## config.mk

```make
export PLATFORM = sky130hd
export DESIGN_NAME = ultrasonic_ranger
export DESIGN_NICKNAME = d
export VERILOG_FILES = /design/src/rtl/ultrasonic_ranger.sv
export SDC_FILE = /design/constraint.sdc
export NUM_CORES = 1
export LEC_CHECK = 0
export ABC_AREA = 0
export BUFFER_PORTS_ARGS = -buffer_cell sky130_fd_sc_hd__buf_2
export CORE_MARGIN = 5
export CORE_UTILIZATION = 45
export CTS_CLUSTER_DIAMETER = 60
export DETAILED_ROUTE_END_ITERATION = 8
export SKIP_CTS_REPAIR_TIMING = 1
export SLEW_MARGIN = 20
export SYNTH_ARGS = -nofsm -noshare
export SYNTH_HDL_FRONTEND = slang
export SYNTH_SLANG_ARGS = --single-unit
```

## constraint.sdc

```tcl
create_clock -name clk -period 2.3 [get_ports clk]
set_clock_uncertainty 0.15 [all_clocks]
set_input_delay 0.23 -clock clk [delete_from_list [all_inputs] [get_ports clk]]
set_output_delay 0.23 -clock clk [all_outputs]
set_load 0.02 [all_outputs]
```

## src/rtl/ultrasonic_ranger.sv

```systemverilog
// HC-SR04 style ranger: periodic trigger, echo width timing, 12-bit distance in mm (12'hFFF = invalid).
// Build option RANGER_AVG4_EN: publish the running average of the last four results instead of the raw one.
module ultrasonic_ranger #(
  parameter int TRIG_CYCLES   = 500,
  parameter int PERIOD_CYCLES = 3000000,
  parameter int CYCLES_PER_MM = 291,
  parameter int WAIT_CYCLES   = 1000000,
  parameter int MAX_MM        = 4000
) (
  input  logic        clk,
  input  logic        n_rst,
  input  logic        echo,
  output logic        trig,
  output logic [11:0] binary_dst,
  output logic        dst_valid,
  output logic        timeout,
  output logic        busy
);

  localparam int PW = 22;
  localparam int TW = $clog2(TRIG_CYCLES + 1);
  localparam int WW = $clog2(WAIT_CYCLES + 1);
  localparam int SW = $clog2(CYCLES_PER_MM + 1);
  localparam logic [11:0] DST_INVALID = 12'hFFF;

  typedef enum logic [2:0] {
    ST_IDLE      = 3'd0,
    ST_TRIG      = 3'd1,
    ST_WAIT_ECHO = 3'd2,
    ST_MEASURE   = 3'd3,
    ST_HOLDOFF   = 3'd4
  } state_t;

  state_t        state_r;
  logic          echo_meta_r;
  logic          echo_sync_r;
  logic          echo_prev_r;
  logic [PW-1:0] period_cnt_r;
  logic          pending_r;
  logic [TW-1:0] trig_cnt_r;
  logic [WW-1:0] wait_cnt_r;
  logic [SW-1:0] presc_r;
  logic [11:0]   mm_r;
  logic          trig_r;
  logic          busy_r;
  logic          pub_valid_r;
  logic          pub_to_r;
  logic [11:0]   pub_dst_r;

  logic          echo_rise_s;
  logic          period_wrap_s;
  logic          consume_s;
  logic          presc_last_s;
  logic [11:0]   mm_inc_s;

  assign echo_rise_s   = echo_sync_r & ~echo_prev_r;
  assign period_wrap_s = (period_cnt_r == PW'(PERIOD_CYCLES - 1));
  assign consume_s     = (state_r == ST_IDLE) && pending_r;
  assign presc_last_s  = (presc_r == SW'(CYCLES_PER_MM - 1));
  assign mm_inc_s      = mm_r + 12'd1;

  // Two-flop synchronizer for the echo pin plus one delayed copy for edge detection
  always_ff @(posedge clk or negedge n_rst) begin
    if (!n_rst) begin
      echo_meta_r <= 1'b0;
      echo_sync_r <= 1'b0;
      echo_prev_r <= 1'b0;
    end else begin
      echo_meta_r <= echo;
      echo_sync_r <= echo_meta_r;
      echo_prev_r <= echo_sync_r;
    end
  end

  // Free-running measurement period; a wrap raises pending until IDLE consumes it
  always_ff @(posedge clk or negedge n_rst) begin
    if (!n_rst) begin
      period_cnt_r <= PW'(0);
      pending_r    <= 1'b1;
    end else begin
      period_cnt_r <= period_wrap_s ? PW'(0) : period_cnt_r + PW'(1);
      if (period_wrap_s) begin
        pending_r <= 1'b1;
      end else if (consume_s) begin
        pending_r <= 1'b0;
      end else begin
        pending_r <= pending_r;
      end
    end
  end

  // Ranging FSM with registered trigger, busy and per-measurement result
  always_ff @(posedge clk or negedge n_rst) begin
    if (!n_rst) begin
      state_r     <= ST_IDLE;
      trig_r      <= 1'b0;
      busy_r      <= 1'b0;
      trig_cnt_r  <= TW'(0);
      wait_cnt_r  <= WW'(0);
      presc_r     <= SW'(0);
      mm_r        <= 12'd0;
      pub_valid_r <= 1'b0;
      pub_to_r    <= 1'b0;
      pub_dst_r   <= DST_INVALID;
    end else begin
      pub_valid_r <= 1'b0;
      case (state_r)
        ST_IDLE: begin
          if (pending_r) begin
            state_r    <= ST_TRIG;
            trig_r     <= 1'b1;
            busy_r     <= 1'b1;
            trig_cnt_r <= TW'(0);
          end
        end
        ST_TRIG: begin
          if (trig_cnt_r == TW'(TRIG_CYCLES - 1)) begin
            trig_r     <= 1'b0;
            wait_cnt_r <= WW'(0);
            state_r    <= ST_WAIT_ECHO;
          end else begin
            trig_cnt_r <= trig_cnt_r + TW'(1);
          end
        end
        ST_WAIT_ECHO: begin
          if (echo_rise_s) begin
            // The edge cycle is itself the first echo-high cycle
            presc_r <= SW'(1 % CYCLES_PER_MM);
            mm_r    <= 12'(1 / CYCLES_PER_MM);
            state_r <= ST_MEASURE;
          end else if (wait_cnt_r == WW'(WAIT_CYCLES - 1)) begin
            pub_valid_r <= 1'b1;
            pub_to_r    <= 1'b1;
            pub_dst_r   <= DST_INVALID;
            state_r     <= ST_HOLDOFF;
          end else begin
            wait_cnt_r <= wait_cnt_r + WW'(1);
          end
        end
        ST_MEASURE: begin
          if (!echo_sync_r) begin
            pub_valid_r <= 1'b1;
            pub_to_r    <= 1'b0;
            pub_dst_r   <= mm_r;
            busy_r      <= 1'b0;
            state_r     <= ST_IDLE;
          end else if (presc_last_s) begin
            presc_r <= SW'(0);
            if (mm_inc_s == 12'(MAX_MM)) begin
              pub_valid_r <= 1'b1;
              pub_to_r    <= 1'b1;
              pub_dst_r   <= DST_INVALID;
              state_r     <= ST_HOLDOFF;
            end else begin
              mm_r <= mm_inc_s;
            end
          end else begin
            presc_r <= presc_r + SW'(1);
          end
        end
        ST_HOLDOFF: begin
          if (!echo_sync_r) begin
            busy_r  <= 1'b0;
            state_r <= ST_IDLE;
          end
        end
        default: begin
          trig_r  <= 1'b0;
          busy_r  <= 1'b0;
          state_r <= ST_IDLE;
        end
      endcase
    end
  end

  assign trig = trig_r;
  assign busy = busy_r;

`ifdef RANGER_AVG4_EN
  // Three previous results; the incoming result is the fourth history entry
  logic [11:0] hist_r [0:2];
  logic [13:0] sum_s;
  logic [11:0] avg_dst_r;
  logic        avg_valid_r;
  logic        avg_to_r;

  assign sum_s = 14'(pub_dst_r) + 14'(hist_r[0]) + 14'(hist_r[1]) + 14'(hist_r[2]);

  // Shift each new result into the history and register the averaged output
  always_ff @(posedge clk or negedge n_rst) begin
    if (!n_rst) begin
      hist_r[0]   <= DST_INVALID;
      hist_r[1]   <= DST_INVALID;
      hist_r[2]   <= DST_INVALID;
      avg_dst_r   <= DST_INVALID;
      avg_valid_r <= 1'b0;
      avg_to_r    <= 1'b0;
    end else begin
      avg_valid_r <= pub_valid_r;
      if (pub_valid_r) begin
        hist_r[0] <= pub_dst_r;
        hist_r[1] <= hist_r[0];
        hist_r[2] <= hist_r[1];
        avg_dst_r <= sum_s[13:2];
        avg_to_r  <= pub_to_r;
      end
    end
  end

  assign binary_dst = avg_dst_r;
  assign dst_valid  = avg_valid_r;
  assign timeout    = avg_to_r;
`else
  assign binary_dst = pub_dst_r;
  assign dst_valid  = pub_valid_r;
  assign timeout    = pub_to_r;
`endif

endmodule

```

==> results of run 1 <==
cell type report:
cell class              instances  area, µm²
clock buffers                  12      155.1
clock inverters                 4      77.57
fillers                       991       4613
inverters                      11      41.29
multi-input cells             380       2590
flip-flops and latches         95       2397
well taps                     140      175.2
repair buffers                 94      695.7
power groups by stage:
stage,clock (mW),sequential [mW],combinational [mW]
6_report,1.28,1.68,0.0439
5_1_grt,1.38,1.68,0.0532
4_1_cts,1.31,1.68,0.0443
3_5_place_dp,0,1.71,0.0445
3_3_place_gp,0,1.71,0.0441
2_1_floorplan,0,1.71,0.00268
cells by family after synthesis:
kind of cell,after synthesis,synth area share
buf+inv,27,0.02329
compound gates,109,0.1589
fa+ha+maj,6,0.01535
flops,95,0.4895
mux,4,0.008956
xor+xnor,32,0.05732
simple gates,227,0.2467
worst min path at each step:
| stage | start | endpoint | cells past startpoint |
|---|---|---|---|
| global route | n_rst | trig_cnt_r[4] | 2 |
| CTS | n_rst | trig_cnt_r[4] | 1 |
| global placement | n_rst | trig_cnt_r[5] | 1 |
| floorplan | n_rst | busy | 0 |
| detailed placement | n_rst | trig_cnt_r[5] | 1 |
| finish | n_rst | trig_cnt_r[4] | 2 |
stage by stage:
stage / hold slack (ps) / setup slack (ps) / utilization
global placement: 53.12 / -15.29 / 0.5231
detailed placement: 59.41 / -42.50 / 0.5231
finish: 177.1 / -0.7692 / 0.5707
global route: 202.7 / -90.01 / 0.5707
floorplan: -215.6 / 34.09 / -
CTS: -356.4 / -63.58 / 0.5447
flip-flops by register name, indices dropped and copies added, names as in the netlist:
register,cells
busy,1
period_cnt_r,22
binary_dst,12
dst_valid,1
pending_r,1
timeout,1
presc_r,9
trig_cnt_r,9
echo_sync_r,1
trig,1
wait_cnt_r,20
echo_meta_r,1
mm_r,12
echo_prev_r,1
state_r,3
metal layers:
layer	vias to the layer above	global-route usage	wire length, µm
li1	2025	-	-
met1	2040	0.2447	5412
met2	76	0.2881	5274
met3	12	0.03594	429
met4	0	0.05542	127
met5	-	0	0
worst register-to-register path, stage by stage (launching register included):
cell and delay, ps:
dfrtp_1 400, nand4_2 130, buf_4 160, o41ai_2 410
o21ai_1 170, a2111oi_1 530, xnor2_1 190, nor2_1 60
placed cells by master, fill, tap and decap left out, drive strengths merged, types with 11 or more instances in the layout:
master / synthesis / final
xor2: 21 / 21
dfstp: 13 / 13
nand4: 17 / 17
clkbuf: 7 / 12
nand2: 49 / 49
nand3: 26 / 26
buf: 9 / 92
and3: 11 / 11
nor2: 57 / 57
inv: 11 / 12
a21oi: 23 / 23
or4: 13 / 13
o31ai: 11 / 11
dfrtp: 82 / 82
xnor2: 11 / 11
o21ai: 28 / 30
==> run metrics, run 1 <==
status finished with violations; failing checks setup timing; final worst slack -0.7692 ps; most frequent cell after synthesis dfrtp_1; CTS tree built; post-synth net total 509; Max stage delay on crit path 530 ps; critical path's slowest cell a2111oi_1; end of the critical path wait_cnt_r[14]; Critical Path End Type register; RSZ-0062 raised after global routing true; CP top delay family compound AO/OA/AOI/OAI gates; dpl hpwl 7886 µm; WP depth 7; Post-synth top flop dfrtp_1; clock share of power 0.427; flops & latches, synth 95; Seq/Total Area, Yosys 0.4895; WP data required 2410 ps; P_int 2.360 mW; critical path arrival 2410 ps; Buffers on Ports 18; CTS Buf Count 9; Post-Syn Area 4890 µm²; first-pass GRT wire length 19,060 µm; Reg power frac 0.559; Hold Path Class input port to async pin; PwrDens 489.1 nW/µm²; chip height 114.2 µm; Routed wire per std cell 15.27 µm; worst-skew pair later-pin latency 370 ps; non-filler instance count after layout 736; Synth area leaders dfrtp_1 (42%), dfstp_2 (7.0%), nor2_1 (4.3%); CP bufs+invs 1; synth unique cells 69; initial antenna violation count 0; die area 13,050 µm²; Crit. Startpoint trig_cnt_r[6]; post-route ant nets 0; total vias in the final route 4,153; Leak Pwr 2.722 nW; Post-synth EDFFs 0; die width 114.2 µm; Max Clock Freq 0.4346 GHz; Initial Utilization 0.4551; Async S/R FF share, synth 1.000; R2R depth 7; worst r2r src trig_cnt_r[6]; RR Endpoint wait_cnt_r[14]; count of final hold-check violations 0; Final Cycle Share 1.000; H-tree depth 3; drt first pass iters 4; Final Critical Period 2301 ps; layout cells sized above 1 0.2886; Area Growth Syn to Fin 25.41%; r2r setup slk -0.8 ps; critical path type register to register; post-synth top area cell dfrtp_1; max-cap viol count 0; synth cell count leaders dfrtp_1 (82), nor2_1 (56), nand2_1 (49), nand3_1 (25), a21oi_1 (22); Routability Congestion 0.9006; maximum VDD drop 0.2996 mV; Clock Sinks 95; Syn Inst Count 500; Final nets 600; clock slew at reported path FFs 100 ps; Placed Cells 709; relative slew slack 0.6057; IO Pins 19; Slew @ Worst Pin 589.9 ps; Setup violations, final 1; # diodes 0; Area after DPL 5620 µm²; clock tree root driver cell clkbuf_8; Critical Path Fanout Max 4; Yosys warning count 0; worst-path cell chain nand4_2, buf_4, o41ai_2, o21ai_1, a2111oi_1, xnor2_1, nor2_1; syn_area_per_cell 9.779 µm²; Sw Share 0.2131; TNS Setup -0.7692 ps; Tot Pwr 2.999 mW; total gr overflow 0; core area 10,750 µm²; Worst Setup Start Kind register; First DRT Iteration DRCs 327; FP Rows 38; number of global-route vias before repair 4,037; pin count of the biggest net entering global routing 64; GRT Overall Usage 0.1791; DRC Markers 0; vias per cell 5.643; Detailed Route WL 11,240 µm; worst-case clock buffer depth 2; area share of the largest cell type after synthesis 0.4197; max-slew violation count 0; Switching Power 0.6391 mW; finished layout cell area 6132 µm²; Comb power frac 0.015
No activity file was read; power rests on OpenSTA's default activity.
==> run 2: changes to the inputs <==
--- a/config.mk
+++ b/config.mk
@@ -12,4 +12,5 @@
 export CTS_CLUSTER_DIAMETER = 60
 export DETAILED_ROUTE_END_ITERATION = 8
+export GPL_TIMING_DRIVEN = 0
 export SKIP_CTS_REPAIR_TIMING = 1
 export SLEW_MARGIN = 20
--- a/constraint.sdc
+++ b/constraint.sdc
@@ -3,3 +3,3 @@
 set_input_delay 0.23 -clock clk [delete_from_list [all_inputs] [get_ports clk]]
 set_output_delay 0.23 -clock clk [all_outputs]
-set_load 0.02 [all_outputs]
+set_load 0.1 [all_outputs]
==> run metrics, run 2 (synthesis results as in run 1) <==
RSZ-0062 raised after global routing true; maximum VDD drop 0.3302 mV (+10%); critical path type register to register; post-route ant nets 0 (unchanged); P_int 2.331 mW (-1.2%); Initial Utilization 0.4551 (unchanged); drt first pass iters 4 (unchanged); vias per cell 5.740 (+1.7%); GRT Overall Usage 0.1745 (-0.004590); Worst Setup Start Kind register; Final nets 568 (-5.3%); CTS Buf Count 9 (unchanged); Slew @ Worst Pin 787.9 ps (+197.9 ps); status finished with violations; WP data required 2440 ps (+30 ps); failing checks setup timing; die width 114.2 µm (unchanged); Comb power frac 0.015 (about the same); First DRT Iteration DRCs 267 (-18%); relative slew slack 0.4612 (-0.1445); clock share of power 0.423 (-0.004); biggest regs period_cnt_r x22, wait_cnt_r x20; Routability Congestion 0.8553 (-5.0%); clock slew at reported path FFs 100 ps (about the same); commonest non-fill, non-tap cell in the layout dfrtp_1; most frequent cells in the layout dfrtp_1 (71), nor2_1 (55), nand2_1 (43); Sw Share 0.2190 (+0.005904); Tot Pwr 2.984 mW (-0.49%); Leak Pwr 2.610 nW (-4.1%); Clock Sinks 95 (unchanged); # diodes 0 (unchanged); core area 10,750 µm² (unchanged); Detailed Route WL 11,350 µm (+0.92%); Biggest register period_cnt_r; Final Cycle Share 1.021 (+0.02047); filler cell count 977 (-1.4%); Switching Power 0.6536 mW (+2.3%); CP top delay family compound AO/OA/AOI/OAI gates; CP bufs+invs 0 (-1); FP Rows 38 (unchanged); worst-case clock buffer depth 2 (unchanged); total vias in the final route 4,041 (-2.7%); final worst slack -47.85 ps (-47.08 ps); Reg power frac 0.561 (+0.002); Placed Cells 659 (-7.1%); CTS tree built; worst-path cell chain ha_4, nand2_4, o41a_4, nor2_4, o21ai_4, or4_1, a21oi_1; initial antenna violation count 0 (unchanged); first-pass GRT wire length 18,410 µm (-3.4%); total gr overflow 0 (unchanged); Setup violations, final 6 (+5); max FFs per register 22 (unchanged); Critical Path End Type register; DRC Markers 0 (unchanged); Area Growth Syn to Fin 24.54%; pre-CTS setup slack -357.3 ps (-314.8 ps); pin count of the biggest net entering global routing 54 (-16%); max-cap viol count 0 (unchanged); Routed wire per std cell 16.12 µm (+5.5%); Finished Core Util 0.5667 (-0.003959); number of global-route vias before repair 3,751 (-7.1%); critical path's slowest cell or4_1; die area 13,050 µm² (unchanged); Hold Path Class input port to async pin; clock tree root driver cell clkbuf_8; worst-skew pair later-pin latency 380 ps (about the same); count of final hold-check violations 0 (unchanged); dpl hpwl 7521 µm (-4.6%); IO Pins 19 (unchanged); layout cells sized above 1 0.2961 (+0.007509); PwrDens 490.1 nW/µm² (+0.21%); Final Critical Period 2348 ps (+47.08 ps); Max Clock Freq 0.4259 GHz (-2.0%); chip height 114.2 µm (unchanged); max-slew violation count 0 (unchanged); critical path arrival 2490 ps (+80 ps); H-tree depth 3 (unchanged); Critical Path Fanout Max 8 (+4); non-filler instance count after layout 704 (-4.3%); Buffers on Ports 18 (unchanged); Max stage delay on crit path 520 ps (about the same)
## run 2: cell count changes in the layout (fill, tap and decap cells not counted), sizes merged
cell	delta
clkinv	+2
clkbuf	+5
buf	-37
o21ai	-2
## run 2: final cells by class
cell class,instances,area [µm²],share of cell area
Sequential cell,95,2407,0.3953
Clock inverter,6,91.34,0.01500
Inverter,11,41.29,0.006780
Multi-Input combinational cell,378,2763,0.4537
Buffer,13,93.84,0.01541
Clock buffer,10,137.6,0.02260
Timing Repair Buffer,51,380.4,0.06246
Tap cell,140,175.2,0.02877
## run 2: power by group through the flow
stage	registers (mW)	clock network, mW	logic, mW
3_5_place_dp	1.71	0	0.0462
6_report	1.68	1.26	0.0459
3_3_place_gp	1.71	0	0.0390
5_1_grt	1.68	1.35	0.0556
4_1_cts	1.68	1.29	0.0458
2_1_floorplan	1.71	0	0.00268
## run 2: stage by stage
| step | instance area [µm²] | setup TNS [ps] | hold WS, ps |
|---|---|---|---|
| final | 6090 | -144.1 | 168.6 |
| after global routing | 6090 | -1670 | 211.2 |
| after CTS | 5441 | -13330 | -398.3 |
| after detailed placement | 5213 | -11530 | 28.05 |
| after global placement | 5179 | -20460 | 188.6 |
| after floorplan | 4913 | 0 | -215.6 |
## run 2: final timing paths
path	startpoint	endpoint	slack, ps	depth (start not counted)
max	trig_cnt_r[0]	wait_cnt_r[13]	-50	7
min	n_rst	wait_cnt_r[17]	170	2
max reg2reg	trig_cnt_r[0]	wait_cnt_r[13]	-50	7
min reg2reg	echo_meta_r	echo_sync_r	230	0
max in group asynchronous	n_rst	binary_dst[1]	1180	3
min in group clk	echo_meta_r	echo_sync_r	230	0
## run 2: routing by layer
layer / GRT usage / vias to the layer above / routed length [µm]
met5: 0 / - / 0
met4: 0.06888 / 0 / 163
met3: 0.02748 / 12 / 449
met2: 0.2701 / 79 / 5524
met1: 0.2463 / 1995 / 5208
li1: - / 1955 / -
## run 2: worst register-to-register path, delay by kind of cell (launching register included)
family | cells | cell delay, ps
flip-flops | 1 | 420
adder cells (fa/ha/maj) | 1 | 180
AND/OR/NAND/NOR | 3 | 760
AO/OA/AOI/OAI | 3 | 760
==> run 3: changes to the inputs <==
ABC_CLOCK_PERIOD_IN_PS = 2600   (was default)
SKIP_CTS_REPAIR_TIMING = default   (was 1)
clock period = 2.6 ns   (was 2.3 ns; I/O delays follow)
==> run metrics, run 3 (synthesis results as in run 1) <==
Setup violations, final 0 (-6); die width 114.2 µm (unchanged); Hold Path Class input port to async pin; maximum VDD drop 0.2157 mV (-35%); Critical Path Fanout Max 10 (+2); count of final hold-check violations 0 (unchanged); critical path type register to register; Biggest register period_cnt_r; highest metal used met4; pre-CTS setup slack -137.3 ps (+220.0 ps); P_int 1.939 mW (-17%); Routed wire per std cell 15.58 µm (-3.3%); initial antenna violation count 0 (unchanged); drt first pass iters 4 (unchanged); PwrDens 451.2 nW/µm² (-7.9%); number of global-route vias before repair 3,861 (+2.9%); dpl hpwl 7434 µm (-1.2%); worst-case clock buffer depth 2 (unchanged); Clock Sinks 95 (unchanged); metal3 WL 332 µm (-26%); clock slew at reported path FFs 100 ps (about the same); post-route ant nets 0 (unchanged); status finished, final reports clean; chip height 114.2 µm (unchanged); Max stage delay on crit path 480 ps (-40 ps); final worst slack 121.3 ps (+169.2 ps); GRT Overall Usage 0.1746 (about the same); Switching Power 0.5782 mW (-12%); Area Growth Syn to Fin 14.10%; IO Pins 19 (unchanged); filler cell count 1,015 (+3.9%); non-filler instance count after layout 686 (-2.6%); DRC Markers 0 (unchanged); Final nets 550 (-3.2%); CTS Buf Count 9 (unchanged); CP bufs+invs 2 (+2); Slew @ Worst Pin 773.6 ps (-14.23 ps); commonest non-fill, non-tap cell in the layout dfrtp_1; worst-skew pair later-pin latency 370 ps (about the same); Worst Setup Start Kind register; Sw Share 0.2297 (+0.01069); Placed Cells 659 (unchanged); max FFs per register 22 (unchanged); Comb power frac 0.016 (about the same); max-cap viol count 0 (unchanged); met2 wire length 5207 µm (-5.7%); total gr overflow 0 (unchanged); core area 10,750 µm² (unchanged); Initial Utilization 0.4551 (unchanged); Max Clock Freq 0.4034 GHz (-5.3%); first-pass GRT wire length 18,420 µm (about the same); clock share of power 0.395 (-0.028); Routability Congestion 0.8357 (-2.3%); relative slew slack 0.4709 (+0.009734); vias per cell 5.764 (+0.41%); CP top delay family compound AO/OA/AOI/OAI gates; # diodes 0 (unchanged); critical path arrival 2630 ps (+140 ps); die area 13,050 µm² (unchanged); worst-path cell chain buf_4, nand3_1, or4_1, a21oi_2, o2111ai_4, o21ai_4, buf_6, a2bb2oi_1; max-slew violation count 0 (unchanged); clock tree root driver cell clkbuf_8; layout cells sized above 1 0.1740 (-0.1221); Reg power frac 0.589 (+0.028); Buffers on Ports 18 (unchanged); Critical Path End Type register; H-tree depth 3 (unchanged); most frequent cells in the layout dfrtp_1 (81), nor2_1 (56), nand2_1 (49); WP data required 2750 ps (+310 ps); Final Cycle Share 0.9533 (-0.06747); Leak Pwr 2.393 nW (-8.3%); FP Rows 38 (unchanged); critical path's slowest cell or4_1; Final Critical Period 2479 ps (+130.8 ps); First DRT Iteration DRCs 204 (-24%); TNS Setup 0 ps (+144.1 ps); pin count of the biggest net entering global routing 70 (+30%); CTS tree built; Met1 Wirelength 4997 µm (-4.1%); total vias in the final route 3,954 (-2.2%); Hold Slack 156.4 ps (-12.16 ps); Detailed Route WL 10,690 µm (-5.8%); biggest regs period_cnt_r x22, wait_cnt_r x20
-- run 3: cell types whose count changed in the layout (fill, tap and decap cells not counted), sizes merged --
cell / previous run / this run
clkinvlp: 0 / 2
clkbuf: 17 / 16
buf: 55 / 38
bufinv: 2 / 1
inv: 12 / 11
-- run 3: final timing paths --
kind,end,start,slack (ps),depth (start not counted)
max,binary_dst[3],mm_r[0],120,8
min,trig_cnt_r[2],n_rst,160,2
max reg2reg,binary_dst[3],mm_r[0],120,8
min reg2reg,echo_sync_r,echo_meta_r,210,0
max in group asynchronous,binary_dst[1],n_rst,1470,3
min in group clk,echo_sync_r,echo_meta_r,210,0
-- run 3: worst reg2reg max path, cell delays in order, from the launching register on --
cell       delay (ps)
dfrtp_1           430
buf_4             150
nand3_1           120
or4_1             480
a21oi_2           250
o2111ai_4         220
o21ai_4           240
buf_6             170
a2bb2oi_1         190
-- run 3: through the flow --
stage | instance area [µm²] | utilization | power [mW]
floorplan | 4890 | - | 1.512
global placement | 5155 | 0.4797 | 1.545
detailed placement | 5189 | 0.4829 | 1.552
CTS | 5469 | 0.5090 | 2.555
global route | 5579 | 0.5192 | 2.623
finish | 5579 | 0.5192 | 2.517
-- run 3: area by class of cell --
cell class | count | area, µm² | area share
multi-input cells | 378 | 2475 | 0.4436
flip-flops and latches | 95 | 2395 | 0.4292
repair buffers | 31 | 219.0 | 0.03925
well taps | 140 | 175.2 | 0.03140
clock buffers | 10 | 127.6 | 0.02288
plain buffers | 15 | 75.07 | 0.01346
clock inverters | 6 | 71.32 | 0.01278
inverters | 11 | 41.29 | 0.007401
-- run 3: power groups by stage --
stage / combinational, mW / clock (mW) / sequential, mW
final: 0.0409 / 0.994 / 1.48
after CTS: 0.0438 / 1.03 / 1.48
after global routing: 0.0487 / 1.09 / 1.48
after detailed placement: 0.0415 / 0 / 1.51
after floorplan: 0.00237 / 0 / 1.51
after global placement: 0.0350 / 0 / 1.51
-- run 3: per-layer routing --
metal / vias up / global-route usage
met5: - / 0
met4: 0 / 0.06651
met3: 14 / 0.02748
met2: 56 / 0.2857
met1: 1963 / 0.2339
li1: 1921 / -
-- run 3: timing repair --
item                       4_1_cts  5_1_grt
hold endpoints to repair        92        0
hold buffers                     2        0
resized for setup                5       16
setup endpoints to repair       19       39
pin swaps                        2        3
setup buffers                    5        5
